--- src/rtl/lsu_uart_tx_if.sv ---
// ============================================================================
// Module   : lsu_uart_tx_if
// Purpose  : LSU data-memory bus bundle between the core and the UART window.
// Revision : 1.0
// ============================================================================
`default_nettype none

interface lsu_uart_tx_if;
  logic        cs;
  logic        wr;
  logic [3:0]  mask;
  logic [31:0] addr;
  logic [31:0] data_wr;
  logic [31:0] data_rd;

  modport master (output cs, wr, mask, addr, data_wr, input data_rd);
  modport slave  (input cs, wr, mask, addr, data_wr, output data_rd);
endinterface

`default_nettype wire

--- src/rtl/lsu_uart_tx.sv ---
// ============================================================================
// Module   : lsu_uart_tx
// Purpose  : Memory-mapped 8N1 UART transmitter with TX FIFO on the LSU bus.
// Revision : 1.0
// ============================================================================
`default_nettype none

module lsu_uart_tx #(
  parameter logic [31:0] BASE_ADDR   = 32'h8000_0000,
  parameter int          FIFO_DEPTH  = 8,
  parameter logic [15:0] DEFAULT_DIV = 16'd16
) (
  input  wire logic        clk,
  input  wire logic        rst,
  lsu_uart_tx_if.slave     bus,
  output logic             tx,
  output logic             irq
);

  localparam int             c_aw       = $clog2(FIFO_DEPTH);
  localparam logic [c_aw:0]  c_full_cnt = (c_aw+1)'(FIFO_DEPTH);

  localparam logic [1:0] c_st_idle  = 2'd0;
  localparam logic [1:0] c_st_start = 2'd1;
  localparam logic [1:0] c_st_data  = 2'd2;
  localparam logic [1:0] c_st_stop  = 2'd3;

  logic [7:0]      r_mem [FIFO_DEPTH];
  logic [c_aw-1:0] r_wr_ptr, r_rd_ptr;
  logic [c_aw:0]   r_count;
  logic            r_ovf;
  logic [15:0]     r_div;
  logic            r_enable, r_irq_en;
  logic [1:0]      r_state;
  logic [7:0]      r_shift;
  logic [2:0]      r_bitcnt;
  logic [15:0]     r_baudcnt;
  logic [15:0]     r_bit_div;
  logic            r_tx, r_irq;

  logic        w_hit, w_wr, w_rd;
  logic [1:0]  w_sel;
  logic        w_full, w_empty, w_busy;
  logic        w_push_req, w_push, w_pop, w_ovf_set, w_can_pop;
  logic [15:0] w_div_eff;
  logic        w_bit_end;
  logic [31:0] w_count32;
  logic [3:0]  w_cnt_sat;
  logic        w_unused;

  assign w_hit   = bus.cs & (bus.addr[31:4] == BASE_ADDR[31:4]);
  assign w_wr    = w_hit & bus.wr;
  assign w_rd    = w_hit & ~bus.wr;
  assign w_sel   = bus.addr[3:2];
  assign w_full  = (r_count == c_full_cnt);
  assign w_empty = (r_count == '0);
  assign w_busy  = (r_state != c_st_idle);

  assign w_div_eff = (r_div == 16'd0) ? 16'd1 : r_div;
  assign w_bit_end = (r_baudcnt == r_bit_div - 16'd1);
  assign w_can_pop = r_enable & ~w_empty;
  assign w_pop     = w_can_pop & ((r_state == c_st_idle) |
                                  ((r_state == c_st_stop) & w_bit_end));

  // A pop in the same cycle frees a slot, so a push into a full FIFO still lands.
  assign w_push_req = w_wr & (w_sel == 2'd0) & bus.mask[0];
  assign w_push     = w_push_req & (~w_full | w_pop);
  assign w_ovf_set  = w_push_req & w_full & ~w_pop;

  assign w_count32 = 32'(r_count);
  assign w_cnt_sat = (w_count32 > 32'd15) ? 4'hF : w_count32[3:0];

  assign w_unused = &{1'b0, bus.addr[1:0], bus.mask[3:2], bus.data_wr[31:16]};

  always_comb begin
    bus.data_rd = 32'd0;
    if (w_rd) begin
      case (w_sel)
        2'd1:    bus.data_rd = {24'd0, w_cnt_sat, r_ovf, w_busy, w_empty, w_full};
        2'd2:    bus.data_rd = {16'd0, r_div};
        2'd3:    bus.data_rd = {30'd0, r_irq_en, r_enable};
        default: bus.data_rd = 32'd0;
      endcase
    end
  end

  always_ff @(posedge clk) begin
    if (w_push) r_mem[r_wr_ptr] <= bus.data_wr[7:0];
  end

  always_ff @(posedge clk or negedge rst) begin
    if (!rst) begin
      r_wr_ptr <= '0;
      r_rd_ptr <= '0;
      r_count  <= '0;
      r_ovf    <= 1'b0;
      r_div    <= DEFAULT_DIV;
      r_enable <= 1'b1;
      r_irq_en <= 1'b0;
    end else begin
      if (w_push) r_wr_ptr <= r_wr_ptr + c_aw'(1);
      if (w_pop)  r_rd_ptr <= r_rd_ptr + c_aw'(1);
      if (w_push & ~w_pop)      r_count <= r_count + (c_aw+1)'(1);
      else if (w_pop & ~w_push) r_count <= r_count - (c_aw+1)'(1);

      if (w_ovf_set)
        r_ovf <= 1'b1;
      else if (w_wr && w_sel == 2'd1 && bus.mask[0] && bus.data_wr[3])
        r_ovf <= 1'b0;

      if (w_wr && w_sel == 2'd2) begin
        if (bus.mask[0]) r_div[7:0]  <= bus.data_wr[7:0];
        if (bus.mask[1]) r_div[15:8] <= bus.data_wr[15:8];
      end
      if (w_wr && w_sel == 2'd3 && bus.mask[0]) begin
        r_enable <= bus.data_wr[0];
        r_irq_en <= bus.data_wr[1];
      end
    end
  end

  // Bit period is re-sampled at every bit boundary so BAUDDIV writes apply to the next bit.
  always_ff @(posedge clk or negedge rst) begin
    if (!rst) begin
      r_state   <= c_st_idle;
      r_shift   <= 8'd0;
      r_bitcnt  <= 3'd0;
      r_baudcnt <= 16'd0;
      r_bit_div <= DEFAULT_DIV;
      r_tx      <= 1'b1;
      r_irq     <= 1'b0;
    end else begin
      r_irq <= r_irq_en & w_empty & (r_state == c_st_idle);
      case (r_state)
        c_st_idle: begin
          if (w_can_pop) begin
            r_shift   <= r_mem[r_rd_ptr];
            r_bitcnt  <= 3'd0;
            r_baudcnt <= 16'd0;
            r_bit_div <= w_div_eff;
            r_tx      <= 1'b0;
            r_state   <= c_st_start;
          end
        end
        c_st_start: begin
          if (w_bit_end) begin
            r_baudcnt <= 16'd0;
            r_bit_div <= w_div_eff;
            r_tx      <= r_shift[0];
            r_state   <= c_st_data;
          end else begin
            r_baudcnt <= r_baudcnt + 16'd1;
          end
        end
        c_st_data: begin
          if (w_bit_end) begin
            r_baudcnt <= 16'd0;
            r_bit_div <= w_div_eff;
            if (r_bitcnt == 3'd7) begin
              r_tx    <= 1'b1;
              r_state <= c_st_stop;
            end else begin
              r_shift  <= {1'b0, r_shift[7:1]};
              r_tx     <= r_shift[1];
              r_bitcnt <= r_bitcnt + 3'd1;
            end
          end else begin
            r_baudcnt <= r_baudcnt + 16'd1;
          end
        end
        c_st_stop: begin
          if (w_bit_end) begin
            r_baudcnt <= 16'd0;
            r_bit_div <= w_div_eff;
            if (w_can_pop) begin
              r_shift  <= r_mem[r_rd_ptr];
              r_bitcnt <= 3'd0;
              r_tx     <= 1'b0;
              r_state  <= c_st_start;
            end else begin
              r_state <= c_st_idle;
            end
          end else begin
            r_baudcnt <= r_baudcnt + 16'd1;
          end
        end
        default: r_state <= c_st_idle;
      endcase
    end
  end

  assign tx  = r_tx;
  assign irq = r_irq;

endmodule

`default_nettype wire

--- src/flat_wrapper.sv ---
// flat-port wrapper written by rule: the top's interface ports become plain ports
module lsu_uart_tx_flat 
#(
  parameter logic [31:0] BASE_ADDR   = 32'h8000_0000,
  parameter int          FIFO_DEPTH  = 8,
  parameter logic [15:0] DEFAULT_DIV = 16'd16
)
  (clk, rst, tx, irq, bus_cs, bus_wr, bus_mask, bus_addr, bus_data_wr, bus_data_rd);
  lsu_uart_tx_if bus_i ();
  input  wire logic clk;
  input  wire logic rst;
  output logic tx;
  output logic irq;
  input wire logic [$bits(bus_i.cs)-1:0] bus_cs;
  input wire logic [$bits(bus_i.wr)-1:0] bus_wr;
  input wire logic [$bits(bus_i.mask)-1:0] bus_mask;
  input wire logic [$bits(bus_i.addr)-1:0] bus_addr;
  input wire logic [$bits(bus_i.data_wr)-1:0] bus_data_wr;
  output wire logic [$bits(bus_i.data_rd)-1:0] bus_data_rd;
  assign bus_i.cs = bus_cs;
  assign bus_i.wr = bus_wr;
  assign bus_i.mask = bus_mask;
  assign bus_i.addr = bus_addr;
  assign bus_i.data_wr = bus_data_wr;
  assign bus_data_rd = bus_i.data_rd;
  lsu_uart_tx #(.BASE_ADDR(BASE_ADDR), .FIFO_DEPTH(FIFO_DEPTH), .DEFAULT_DIV(DEFAULT_DIV)) u_core (.clk(clk), .rst(rst), .bus(bus_i), .tx(tx), .irq(irq));
endmodule
--- config.mk ---
export PLATFORM = sky130hd
export DESIGN_NAME = lsu_uart_tx_flat
export DESIGN_NICKNAME = d
export VERILOG_FILES = /design/src/rtl/lsu_uart_tx_if.sv /design/src/rtl/lsu_uart_tx.sv /design/src/flat_wrapper.sv
export SDC_FILE = /design/constraint.sdc
export NUM_CORES = 1
export LEC_CHECK = 0
export BUFFER_PORTS_ARGS = -buffer_cell sky130_fd_sc_hd__clkbuf_2
export CORE_ASPECT_RATIO = 1.4
export CORE_MARGIN = 5
export CORE_UTILIZATION = 52
export CTS_BUF_LIST = sky130_fd_sc_hd__clkbuf_8 sky130_fd_sc_hd__clkbuf_16
export DETAILED_ROUTE_END_ITERATION = 12
export PLACE_DENSITY_LB_ADDON = 0.2
export REMOVE_ABC_BUFFERS = 1
export SLEW_MARGIN = 20
export SYNTH_ARGS = -nofsm -noshare
export SYNTH_HDL_FRONTEND = slang
export SYNTH_SLANG_ARGS = --single-unit
--- constraint.sdc ---
create_clock -name clk -period 11.01 [get_ports clk]
set_clock_uncertainty 0.05 [all_clocks]
set_input_delay 2.202 -clock clk [delete_from_list [all_inputs] [get_ports clk]]
set_output_delay 2.202 -clock clk [all_outputs]
set_load 0.1 [all_outputs]
-- Yosys cells after proc, flatten, opt, wreduce, memory -nomap -nowiden
Memory sizes are Yosys's and may differ from the RTL's.
Index checks and enable logic that the tools add are counted.
- $add $sub $neg: 7
- order comparisons: 1
- equal/unequal tests: 17
- mux-type cells: 39
- bitwise gates (word level): 22
- reduce and logical (&&, ||, !) cells: 21
- operator list (operator ; number):
    2-to-1 mux 16 bit ; 6
    case mux 16 bit (2 select lines) ; 2
    case mux 16 bit (3 select lines) ; 1
    2-to-1 mux 8 bit ; 4
    == test 28 bit (second input constant) ; 1
    case mux 8 bit (3 select lines) ; 1
    adder 16 x 1 -> 16 bit (second input constant) ; 1
    == test 16 bit ; 1
    logical NOT 16 bit ; 1
    subtractor 16 x 1 -> 16 bit (second input constant) ; 1
    AND 1 bit ; 15
    2-to-1 mux 3 bit ; 4
    2-to-1 mux 4 bit ; 3
    != test 2 x 1 -> 1 bit (second input constant) ; 6
    2-to-1 mux 1 bit ; 10
    2-to-1 mux 2 bit ; 5
    adder 3 x 1 -> 3 bit (second input constant) ; 3
    case mux 3 bit (3 select lines) ; 1
    == test 2 bit (second input constant) ; 4
    case mux 2 bit (4 select lines) ; 1
    logical AND 1 bit ; 6
    AND reduction 2 bit ; 3
    nonzero test 2 bit ; 3
    NOT 1 bit ; 5
    other kinds (16) ; 19
- bits in registers: 76
- bits in writable memories: 64
- output and inout bits: 34
- logic and storage cells: 123
- memories: 1
- memories (memory ; words ; bits a word ; read ports ; clocked after Yosys merged registers in ; wr ports ; RTL line ; RTL):
    u_core.r_mem ; 8 ; 8 ; 1 ; 0 ; 1 ; lsu_uart_tx.sv:28 ; logic [7:0] r_mem [FIFO_DEPTH];

-- Longest topological paths before layout
- word-level depth: 11
- mapped depth: 20
- depth with buffers taken out: 18

-- Least setup slack after synthesis
Ideal clock, no wire load.
- path type: input to output
- start: input port bus_addr[5]
- end: output port bus_data_rd[0]
- data arrival time: 4.407 ns
- data required time: 8.758 ns
- setup slack: 4.351 ns
- cell stages on the path: 5
- path through: nor4_1 nand4_1 or3_1 clkbuf_1 nor2_1
- cells in the longest elaborated chain, start to end: 4
- RTL lines (what ; RTL line ; RTL):
    start, declared ; flat_wrapper.sv:17 ; input wire logic [$bits(bus_i.addr)-1:0] bus_addr;
    == test 28 bit ; lsu_uart_tx.sv:51 ; assign w_hit = bus.cs & (bus.addr[31:4] == BASE_ADDR[31:4]);
    AND 1 bit ; lsu_uart_tx.sv:51 ;
    AND 1 bit ; lsu_uart_tx.sv:53 ; assign w_rd = w_hit & ~bus.wr;
    2-to-1 mux 16 bit ; lsu_uart_tx.sv:77 ; if (w_rd) begin
    end, declared ; flat_wrapper.sv:19 ; output wire logic [$bits(bus_i.data_rd)-1:0] bus_data_rd;
No other way between the ends.

-- Worst setup path after layout
- start: input port bus_addr[20]
- end: output port bus_data_rd[9]
The elaborated chain is that of the path after synthesis.

==> results.md <==
* Status: completed
* Met1 Usage GRT at 22.1%
* Gpl congestion at 0.844
* Simple-Gate Fraction of Synth Area at 14.1%
* Post-route ant nets at 0
* Global-route wire length before repair at 25400 um
* Netlist cell types at 63
* Vias in the first global route at 5091
* Setup Fix Bufs, Post-CTS at 0
* # port buffers at 69
* Synthesized area at 7110 um2
* Shortest period the worst path allows at 6560 ps
* Via count at 4818
* Number of synthesized flops with an enable pin at 64
* Compound-Gate Fraction of Synth Area at 7.76%
* Synth async-reset ratio at 54.3%
* Grt peak-use layer: met2
* Crit path max fanout at 9
* Worst Tran Pin Value at 1020 ps
* Max Clk Rate at 152 MHz
* Die area at 16200 um2
* Post-cts resize count at 0
* Worst VDD drop at 0.116 mV
* CP Data Arrival Time at 4310 ps
* CTS Buffer Depth at 2
* Clk_lat worst skew at 420 ps
* Syn. warnings at 0
* Rows at 50
* XOR/XNOR Fraction of Synth Area at 3.20%
* Clk Tree Root Cell: clkbuf_16
* Detailed Route WL at 15300 um
* Top delay family on crit path: simple AND/OR/NAND/NOR gates
* Final HPWL DP at 11100 um
* Initial Utilization at 53.1%
* PD cells at 145 nW/um2
* Max_slew headroom at 31.9%
* P&R area growth vs syn at 15.3%
* Routing usage on met2 at 38.6%
* # H-tree levels at 4
* Critical Path RT at 8760 ps
* Synth Area per Inst at 12.2 um2
* RSZ-0062 raised after global routing: false
* Layout Nets at 739
* Synth Flop Type: dfrtp_1
* Global Route Usage Sum at 20.3%
* Most frequent cells after synthesis: 72 x dfrtp_1, 64 x edfxtp_1, 45 x mux2_2
* Worst-path clk slew at 60 ps
* Avg WL per Cell at 18.0 um
* Yosys top cell by area: edfxtp_1
* Initial drt markers at 235
* Sequential area share after synthesis at 53.8%
* Post-synthesis adder-cell area fraction at 2.92%
* Sink Count at 140
* Largest family of logic cells by synthesized area: simple AND/OR/NAND/NOR gates
* Largest net degree at the start of global routing at 77
* Die H at 148 um
* Vias/cell at 5.70
* DR pass1 iterations at 4
* Setup TNS at 0 ps
* Final hold viol count at 0
* #FFs+latches synth at 140
* Cell mode on critical path: clkbuf_2
* Yosys top cell area share at 27.0%
* Critical path type: input port to primary output
* Share of layout cells above drive strength 1 at 27.7%
* Residual DRC at 0
* Max-cap check violation count at 0
* Pwr Total at 1190 uW
* Startpoint Class: input port
* Slowest Stage Delay on Critical Path at 470 ps
* Gr ovfl total at 0
* Most frequent cell after synthesis: dfrtp_1
* CP max-delay cell: or3_1
* Ant. Diodes at 0
* Synth top area cells: edfxtp_1 27%, dfrtp_1 25%, mux2_2 7.1%
* Tcrit/Tclk final at 59.6%
* CORE AREA at 13400 um2
* M3 GR Usage at 4.34%
* Hold Path Class: flip-flop to flip-flop
* Mux share of post-synthesis cell area at 13.8%
* Die W at 109 um
* Slew Viols, Final at 0
* TritonCTS Buffers at 17
* Cell count after synthesis at 585
* IO Count at 106
* Worst path cell trace: clkbuf_2, nor4b_1, nand4_1, or3_1, nor2b_1, and2_1, clkbuf_2
* Initial antenna violation count at 0
* Leak pwr at 0.00346 uW
* Crit path buffers/inverters at 2
* Final Setup Violations at 0
* Crit path capture type: primary output
* CTS tree: done
* CTS Hold Buffers Added at 0
[placed cells by master (no fill, tap or decap), types with 4 or more instances in the layout]
cell type,Yosys,layout
a21oi_1,6,6
a22oi_1,7,7
a31oi_1,5,5
and2_1,9,9
and3_1,12,12
buf_4,16,10
bufinv_16,0,4
clkbuf_16,0,17
clkbuf_2,1,68
conb_1,1,16
dfrtp_1,72,71
dfstp_2,4,4
edfxtp_1,64,64
ha_1,15,15
inv_1,14,16
mux2_2,45,45
mux2i_1,9,9
mux4_2,16,16
nand2_1,35,35
nand2b_1,6,6
nand3_1,11,11
nand4_1,5,5
nor2_1,29,29
nor2b_1,8,8
nor3_1,20,20
nor4_1,18,18
nor4b_1,5,5
o21ai_0,39,39
or3_1,8,8
or4_1,6,6
xnor2_1,17,17
xor2_1,9,9
[report_power, final]
group | switching (uW) | internal (uW) | leakage [uW]
Sequential | 0.0278 | 547 | 0.00159
Combinational | 38.6 | 9.02 | 0.00157
Clock | 215 | 382 | 0.000298
[sequential cells by signal, summed over array words and instances, names as in the netlist, 4 cells and up]
register / flops
u_core.r_baudcnt: 16
u_core.r_bit_div: 16
u_core.r_count: 4
u_core.r_div: 16
u_core.r_mem: 64
u_core.r_shift: 8
[path summary, 6_finish.rpt]
| kind | cells after the start | from | endpoint | slack (ps) |
|---|---|---|---|---|
| worst max-delay path | 7 | bus_addr[20] | bus_data_rd[9] | 4450 |
| worst min-delay path | 1 | u_core.r_shift[5] | u_core.r_shift[5] | 460 |
| worst max register to register | 17 | u_core.r_bit_div[0] | u_core.r_count[3] | 6200 |
| worst min register to register | 1 | u_core.r_shift[5] | u_core.r_shift[5] | 460 |
| max in group asynchronous | 2 | rst | u_core.tx | 8660 |
| min in group asynchronous | 1 | rst | u_core.r_bit_div[3] | 1620 |
[final cells by class]
class	count	area, um2
multi-input combinational	399	3030
tap	182	228
timing repair buffer	79	443
fill	1109	5180
clock buffer	18	439
clock inverter	14	179
sequential	140	3830
inverter	14	52.6
[layer usage]
metal  vias to the layer above  part of all wire (%)  wire length [um]
met1                      2439                    38              5780
met4                         0                   1.6               249
met5                         -                     0                 0
met2                        72                    58              8820
li1                       2282                     -                 -
met3                        25                   2.7               414
[logic make-up after synthesis]
group | Yosys count
and+or+nand+nor | 186
DFF | 140
AOI/OAI and AO/OA | 83
muxes | 72
buffers and inverters | 61
xor gates and xnor gates | 26
adders and majority gates | 16
other | 1
[worst reg2reg max path, stage by stage (launching register included)]
cell,delay (ps)
dfrtp_1,440
inv_1,90
ha_1,190
or4b_1,570
or4_1,540
a2111oi_2,380
o2111a_2,640
a21o_4,240
a21oi_2,120
nor2_1,180
ha_1,200
inv_1,90
ha_1,280
a21o_1,180
a21oi_1,170
xnor2_1,130
nor2_1,60
xor2_1,140
[through the flow]
stage	hold WS, ps	area, um2	setup WS [ps]	cells	util (%)
global route	479	8200	4240	846	61.3
global placement	423	7560	4490	813	56.4
finish	458	8200	4450	846	61.3
floorplan	407	6910	4390	553	-
CTS	461	8180	4420	845	61.1
detailed placement	448	7560	4420	813	56.4
No activity file was read; power rests on OpenSTA's default activity.
